$ cat config.mk
export PLATFORM = sky130hd
export DESIGN_NAME = strobe_gen
export DESIGN_NICKNAME = d
export VERILOG_FILES = /design/src/rtl/strobe_gen.sv
export SDC_FILE = /design/constraint.sdc
export NUM_CORES = 1
export LEC_CHECK = 0
export ABC_AREA = 1
export CAP_MARGIN = 0
export CORE_AREA = 2 2 121 169
export DETAILED_ROUTE_END_ITERATION = 6
export DIE_AREA = 0 0 123 171
export GPL_ROUTABILITY_DRIVEN = 0
export HOLD_SLACK_MARGIN = 0.1
export PLACE_DENSITY = 0.76
export SYNTH_ARGS = -nofsm -noshare
export SYNTH_HDL_FRONTEND = slang
export SYNTH_SLANG_ARGS = --single-unit
$ cat constraint.sdc
create_clock -name i_clk -period 3.7 [get_ports i_clk]
set_clock_uncertainty 0.2 [all_clocks]
set_input_delay 0.555 -clock i_clk [delete_from_list [all_inputs] [get_ports i_clk]]
set_output_delay 0.555 -clock i_clk [all_outputs]
set_load 0.005 [all_outputs]
$ cat src/rtl/strobe_gen.sv
// strobe_gen: NUM_CH independent programmable strobe generators.
// Each channel emits a one-cycle strobe every (D+1) enabled clocks.
// A new divider written to a running channel is held as pending and only
// takes effect at that channel's terminal count, so a period is never cut
// short or stretched mid-count. A disabled channel takes a write at once.
// Optional build macro: STROBE_GEN_SYNC_EN adds the i_sync input. A pulse on
// i_sync zeroes every counter and applies every pending divider, which
// phase-aligns all channels.
module strobe_gen #(
  parameter int NUM_CH      = 4,
  parameter int WIDTH       = 16,
  parameter int DEFAULT_DIV = 10,
  localparam int CH_BITS    = (NUM_CH > 1) ? $clog2(NUM_CH) : 1
) (
  input  logic                i_clk,
  input  logic                i_reset,
`ifdef STROBE_GEN_SYNC_EN
  input  logic                i_sync,
`endif
  input  logic [NUM_CH-1:0]   i_enable,
  input  logic                i_wr_valid,
  input  logic [CH_BITS-1:0]  i_wr_ch,
  input  logic [WIDTH-1:0]    i_wr_div,
  output logic [NUM_CH-1:0]   o_strobe,
  output logic [NUM_CH-1:0]   o_pending
);

  // Terminal count loaded at reset: period of DEFAULT_DIV clocks.
  localparam logic [WIDTH-1:0] DIV_INIT = WIDTH'(DEFAULT_DIV - 1);

  // Reject parameter sets that cannot describe a working block.
  if (NUM_CH < 1) begin : g_bad_num_ch
    $error("strobe_gen: NUM_CH must be >= 1");
  end
  if (WIDTH < 1) begin : g_bad_width
    $error("strobe_gen: WIDTH must be >= 1");
  end
  if ((DEFAULT_DIV < 1) || ((WIDTH < 31) && (DEFAULT_DIV > (1 << WIDTH)))) begin : g_bad_default
    $error("strobe_gen: DEFAULT_DIV must be in 1 .. 2**WIDTH");
  end

  // Global realignment request; tied low when the sync feature is absent.
  logic sync_w;
`ifdef STROBE_GEN_SYNC_EN
  assign sync_w = i_sync;
`else
  assign sync_w = 1'b0;
`endif

  for (genvar gi = 0; gi < NUM_CH; gi++) begin : g_ch
    // Declaration initialisers equal the reset values so the block counts
    // sensibly even if reset is never asserted.
    logic [WIDTH-1:0] counter_q     = '0;
    logic [WIDTH-1:0] div_active_q  = DIV_INIT;
    logic [WIDTH-1:0] div_pending_q = '0;
    logic             pend_valid_q  = 1'b0;

    logic [WIDTH-1:0] counter_d;
    logic [WIDTH-1:0] div_active_d;
    logic [WIDTH-1:0] div_pending_d;
    logic             pend_valid_d;

    logic wr_hit;
    logic at_terminal;

    // Only a code equal to this channel's index hits it, so codes at or
    // beyond NUM_CH fall through every channel and are ignored.
    assign wr_hit      = i_wr_valid && (i_wr_ch == CH_BITS'(gi));
    assign at_terminal = (counter_q == div_active_q);

    // Strobe is combinational from state and enable; silent in reset and
    // in a sync cycle.
    assign o_strobe[gi]  = !i_reset && !sync_w && i_enable[gi] && at_terminal;
    assign o_pending[gi] = !i_reset && pend_valid_q;

    // Next-state: idle/sync path applies everything at once, running path
    // defers divider changes to the terminal count.
    always_comb begin
      counter_d     = counter_q;
      div_active_d  = div_active_q;
      div_pending_d = div_pending_q;
      pend_valid_d  = pend_valid_q;

      if (sync_w || !i_enable[gi]) begin
        // Channel is parked at zero, so a divider swap cannot glitch.
        // A same-cycle write is newer than the pending value and wins.
        counter_d    = '0;
        pend_valid_d = 1'b0;
        if (pend_valid_q) begin
          div_active_d = div_pending_q;
        end
        if (wr_hit) begin
          div_active_d = i_wr_div;
        end
      end else begin
        if (at_terminal) begin
          counter_d = '0;
          if (pend_valid_q) begin
            div_active_d = div_pending_q;
            pend_valid_d = 1'b0;
          end
        end else begin
          counter_d = counter_q + 1'b1;
        end
        // A write landing on the terminal cycle is not bypassed: it waits
        // a full period behind whatever was applied this cycle.
        if (wr_hit) begin
          div_pending_d = i_wr_div;
          pend_valid_d  = 1'b1;
        end
      end
    end

    // Channel state registers with synchronous reset; writes in a reset
    // cycle are dropped because the reset branch ignores the _d values.
    always_ff @(posedge i_clk) begin
      if (i_reset) begin
        counter_q     <= '0;
        div_active_q  <= DIV_INIT;
        div_pending_q <= '0;
        pend_valid_q  <= 1'b0;
      end else begin
        counter_q     <= counter_d;
        div_active_q  <= div_active_d;
        div_pending_q <= div_pending_d;
        pend_valid_q  <= pend_valid_d;
      end
    end
  end

endmodule

* Word level (Yosys, flattened, before mapping)
Cells that the tools add are included.
** Cells by class
- Add/subtract/negate cells :: 4
- Eq/ne operators :: 11
- Mux-type cells :: 24
- Bitwise gates (word level) :: 4
- Reductions and logical operators :: 34
** Operator list (number)
- $mux W16 :: 16
- $add A16 B1 Y16 const B :: 4
- $eq A16 B16 Y1 :: 4
- $logic_and A1 B1 Y1 :: 16
- $reduce_or A3 Y1 :: 4
- $mux W1 :: 8
- $ne A2 B1 Y1 const B :: 4
- $reduce_and A2 Y1 :: 4
- $reduce_bool A2 Y1 :: 4
- $reduce_or A2 Y1 :: 4
- $eq A2 B2 Y1 const B :: 2
- $not A1 Y1 :: 4
- $eq A2 B1 Y1 const B :: 1
- $logic_not A2 Y1 :: 1
- $logic_not A1 Y1 :: 1
** Storage, ports and cells
- Bits in registers :: 196

* Longest topological paths before layout
- Depth in word-level cells :: 4
- Mapped depth :: 11
- Mapped depth without buffers :: 10

* Worst setup path before layout
OpenSTA, ideal clock, no wires.
- Path kind :: input -> output
- Start point :: input i_enable[1]
- End point :: output o_strobe[1]
- Arrival :: 1.299 ns
- Data required time :: 2.945 ns
- Path slack :: 1.646 ns
- Stages :: 4
- Path through :: clkbuf_1 > clkbuf_1 > nand2_1 > nor2_1
** On the way
- Longest elaborated chain between the ends :: 2
** RTL lines
- start: declaration :: RTL line 20 : input logic [NUM_CH-1:0] i_enable,
- $logic_and A1 B1 Y1 (2 in a row) :: RTL line 73 : assign o_strobe[gi] = !i_reset && !sync_w && i_enable[gi] && at_terminal;
- end: declaration :: RTL line 24 : output logic [NUM_CH-1:0] o_strobe,
No other way between the ends.

* Worst setup path in the final report
- Start point :: register g_ch[3].counter_q[11]
- End point :: output o_strobe[3]
** On the way
- Longest elaborated chain between the ends :: 2
** RTL lines
- start: declaration :: RTL line 53 : logic [WIDTH-1:0] counter_q = '0;
- start signal: assignment :: RTL line 123 : counter_q <= counter_d;
- $eq A16 B16 Y1 :: RTL line 69 : assign at_terminal = (counter_q == div_active_q);
- $logic_and A1 B1 Y1 :: RTL line 73
No other way between the ends.

==> metrics.md <==
| Metric | Value |
|---|---|
| Vias in the first global route | 8808 |
| Setup bufs post-CTS | 0 |
| # hold bufs at CTS | 0 |
| Share of cells above drive strength 1 | 3.65% |
| Worst setup EP type | output pin |
| IO buf count | 32 |
| Clock buffer count from CTS | 17 |
| Initial antenna violation count | 0 |
| Hold path start | g_ch[2].div_pending_q[0]$_SDFFE_PP0P_ |
| Slew Viols, Final | 0 |
| Worst Path Max Fanout | 35 |
| Most frequent CP cell | nand2_1 |
| Gate Count Post-Synth | 1727 |
| Final worst path period share | 82.1% |
| Worst Setup Start Kind | flop |
| Layout area overhead | 9.11% |
| Final #Nets | 1743 |
| Drt drc | 0 |
| H-tree Lvls | 4 |
| Gr usage total | 24.3% |
| Worst slew pin tran | 922 ps |
| Largest net degree at the start of global routing | 77 |
| Hold path depth | 2 |
| Status | completed |
| Max Cap Viol | 0 |
| Via-per-instance ratio | 5.10 |
| Chip height | 171 µm |
| # setup viols final | 0 |
| TritonCTS clock tree | built |
| Sequential share of the synthesized area | 37.2% |
| Setup ws final | 662 ps |
| Pleak | 5.30 nW |
| Unrepaired setup endpoints after global routing | no |
| Final critical-path required period | 3040 ps |
| Syn Nets | 1756 |
| Clock sinks | 196 |
| WP data arrival | 2280 ps |
| N_diodes | 0 |
| Routed Antenna Nets | 0 |
| Max VDD drop | 0.000365 V |
| DRT Pass-1 Iters | 5 |
| Core area | 0.0197 mm² |
| Routed WL | 24.7 mm |
| Critical path cell sequence | inv_1 > nand2_1 > nand2_1 > nor2_1 > nand2_1 > nor2_1 > nand2_1 > buf_4 > nor2_1 > clkdlybuf4s50_1 |
| Worst path slowest cell | clkdlybuf4s50_1 |
| Fin. Hold Viols | 0 |
| Pre-CTS WS | 692 ps |
| CP peak stage delay | 500 ps |
| Worst-path clk slew | 70 ps |
| YS warnings | 0 |
| GRT Residual Overflow | 0 |
| Die X | 123 µm |
| Hold Path Sink | g_ch[2].div_pending_q[0]$_SDFFE_PP0P_ |
| Slew headroom | 38.4% |
| Reg-to-Reg End | g_ch[1].counter_q[14]$_SDFF_PP0_ |
| Maximum clock insertion buffer count | 2 |
| Placement row count | 61 |
| FF-to-FF setup slack | 1390 ps |
| Root Buffer | clkbuf_16 |
| Fmax | 0.329 GHz |
| Die ar. | 0.0210 mm² |
| Setup TNS | 0 ps |
| Worst reg2reg startpoint | g_ch[1].counter_q[4]$_SDFF_PP0_ |
| Hpwl dp | 16.7 mm |
| Syn Area/Cell | 6.12 µm² |
| Top Ports | 33 |
| Wirelength per Cell | 12.5 µm |
| Cts repair resizes | 0 |
| Via count | 10100 |
| Clk_lat worst skew | 440 ps |
| Yosys reg bits | 196 |
| Initial core utilization | 53.6% |
| Tot Pwr | 4.55 mW |
| Placed insts | 1947 |
| Pwr/cell area | 395 mW/mm² |
| Cell area after synthesis | 0.0106 mm² |
| Initial drt markers | 831 |
| Crit path kind | flop to output pin |
| FF-to-FF path depth | 9 |
| Final std cells w/o fill | 1978 |
| Global-route wire length before repair | 41.7 mm |
| Distinct cells, synth | 27 |
| Worst min-delay path class | flop to flop |
| CP Data Required Time | 2940 ps |
[metrics by stage]
step,util (%),hold WS [ps],area (µm²)
final,58.5,256,11500
after global routing,58.5,281,11500
after CTS,58.5,257,11500
after detailed placement,55.7,246,11000
after global placement,55.7,240,11000
after floorplan,-,229,10600
[critical path: cells and delay by family (launching register included)]
family / cells / cell delay, ps
and+or+nand+nor: 7 / 570
DFF: 1 / 400
buffers and inverters: 3 / 840
[registers in the layout, indices dropped and copies added, names as in the netlist]
signal              count
g_ch.pend_valid_q       4
g_ch.counter_q         64
g_ch.div_pending_q     64
g_ch.div_active_q      64
[layout by cell type (no fill, tap or decap), types with 3 or more instances in the layout]
cell type	Yosys	routed
xor2_1	32	32
clkinv_2	0	6
clkbuf_16	0	17
clkinvlp_4	0	4
nand4_1	11	11
inv_2	3	4
clkdlybuf4s50_1	0	31
o21ai_1	37	37
inv_1	221	221
nand2_1	461	461
nor3_1	23	23
nor2_1	276	276
buf_4	0	18
nor3_4	4	4
dfxtp_1	196	196
o21ai_0	59	59
a21oi_1	182	182
nand2_2	3	3
nand3_1	122	122
ha_1	4	4
[cell type report]
cell class | count | area, µm²
Timing Repair Buffer | 50 | 450
Clock buffer | 18 | 439
Sequential cell | 196 | 3920
Multi-Input combinational cell | 1224 | 5440
Fill cell | 1905 | 8170
Tap cell | 252 | 315
Inverter | 225 | 845
Clock inverter | 13 | 108
[where the power goes]
group / total [mW] / switching (mW) / internal (mW)
logic: 0.562 / 0.357 / 0.204
clock network: 1.77 / 0.829 / 0.938
registers: 2.23 / 0.0435 / 2.18
total: 4.55 / 1.23 / 3.32
[how the worst max path moves through the flow]
stage / endpoint / slack, ps / start
2_1_floorplan: o_strobe[1] / 1650 / i_enable[1]
3_3_place_gp: g_ch[1].div_active_q[14]$_SDFFE_PP0P_ / 730 / i_wr_ch[0]
3_5_place_dp: g_ch[3].div_active_q[0]$_SDFFE_PP1P_ / 690 / i_wr_ch[1]
4_1_cts: o_strobe[3] / 650 / g_ch[3].counter_q[11]$_SDFF_PP0_
5_1_grt: o_strobe[3] / 440 / g_ch[3].counter_q[11]$_SDFF_PP0_
6_report: o_strobe[3] / 660 / g_ch[3].counter_q[11]$_SDFF_PP0_
[synthesized netlist by cell type (all sizes together)]
cell type	instances	share of area, %
a21oi	182	8.6
buf	29	1.4
clkbuf	53	1.9
clkinv	1	0.036
dfxtp	196	37
ha	4	0.47
inv	224	8.0
nand2	465	17
nand3	122	5.8
nand3b	1	0.071
nand4	11	0.65
nor2	276	9.8
nor3	27	1.7
nor4	2	0.12
o211ai	2	0.14
o21ai	96	4.5
o31ai	2	0.14
or2	1	0.059
xnor2	1	0.083
xor2	32	2.7
[cell families after synthesis]
logic type / after synthesis / share of synthesized area [%]
AOI/OAI and AO/OA: 282 / 13.5
xor gates and xnor gates: 33 / 2.74
adders and majority gates: 4 / 0.474
buffers and inverters: 307 / 11.3
DFF: 196 / 37.2
and+or+nand+nor: 905 / 34.9
[routing by layer]
metal	vias to the layer above	GRT usage, %	wire [µm]	share of wire (%)
met1	4416	31.2	11200	46
li1	5381	-	-	-
met4	0	9.68	813	3.3
met2	236	40.3	11500	47
met5	-	0	0	0
met3	45	4.17	1070	4.3
No activity file was read; power rests on OpenSTA's default activity.
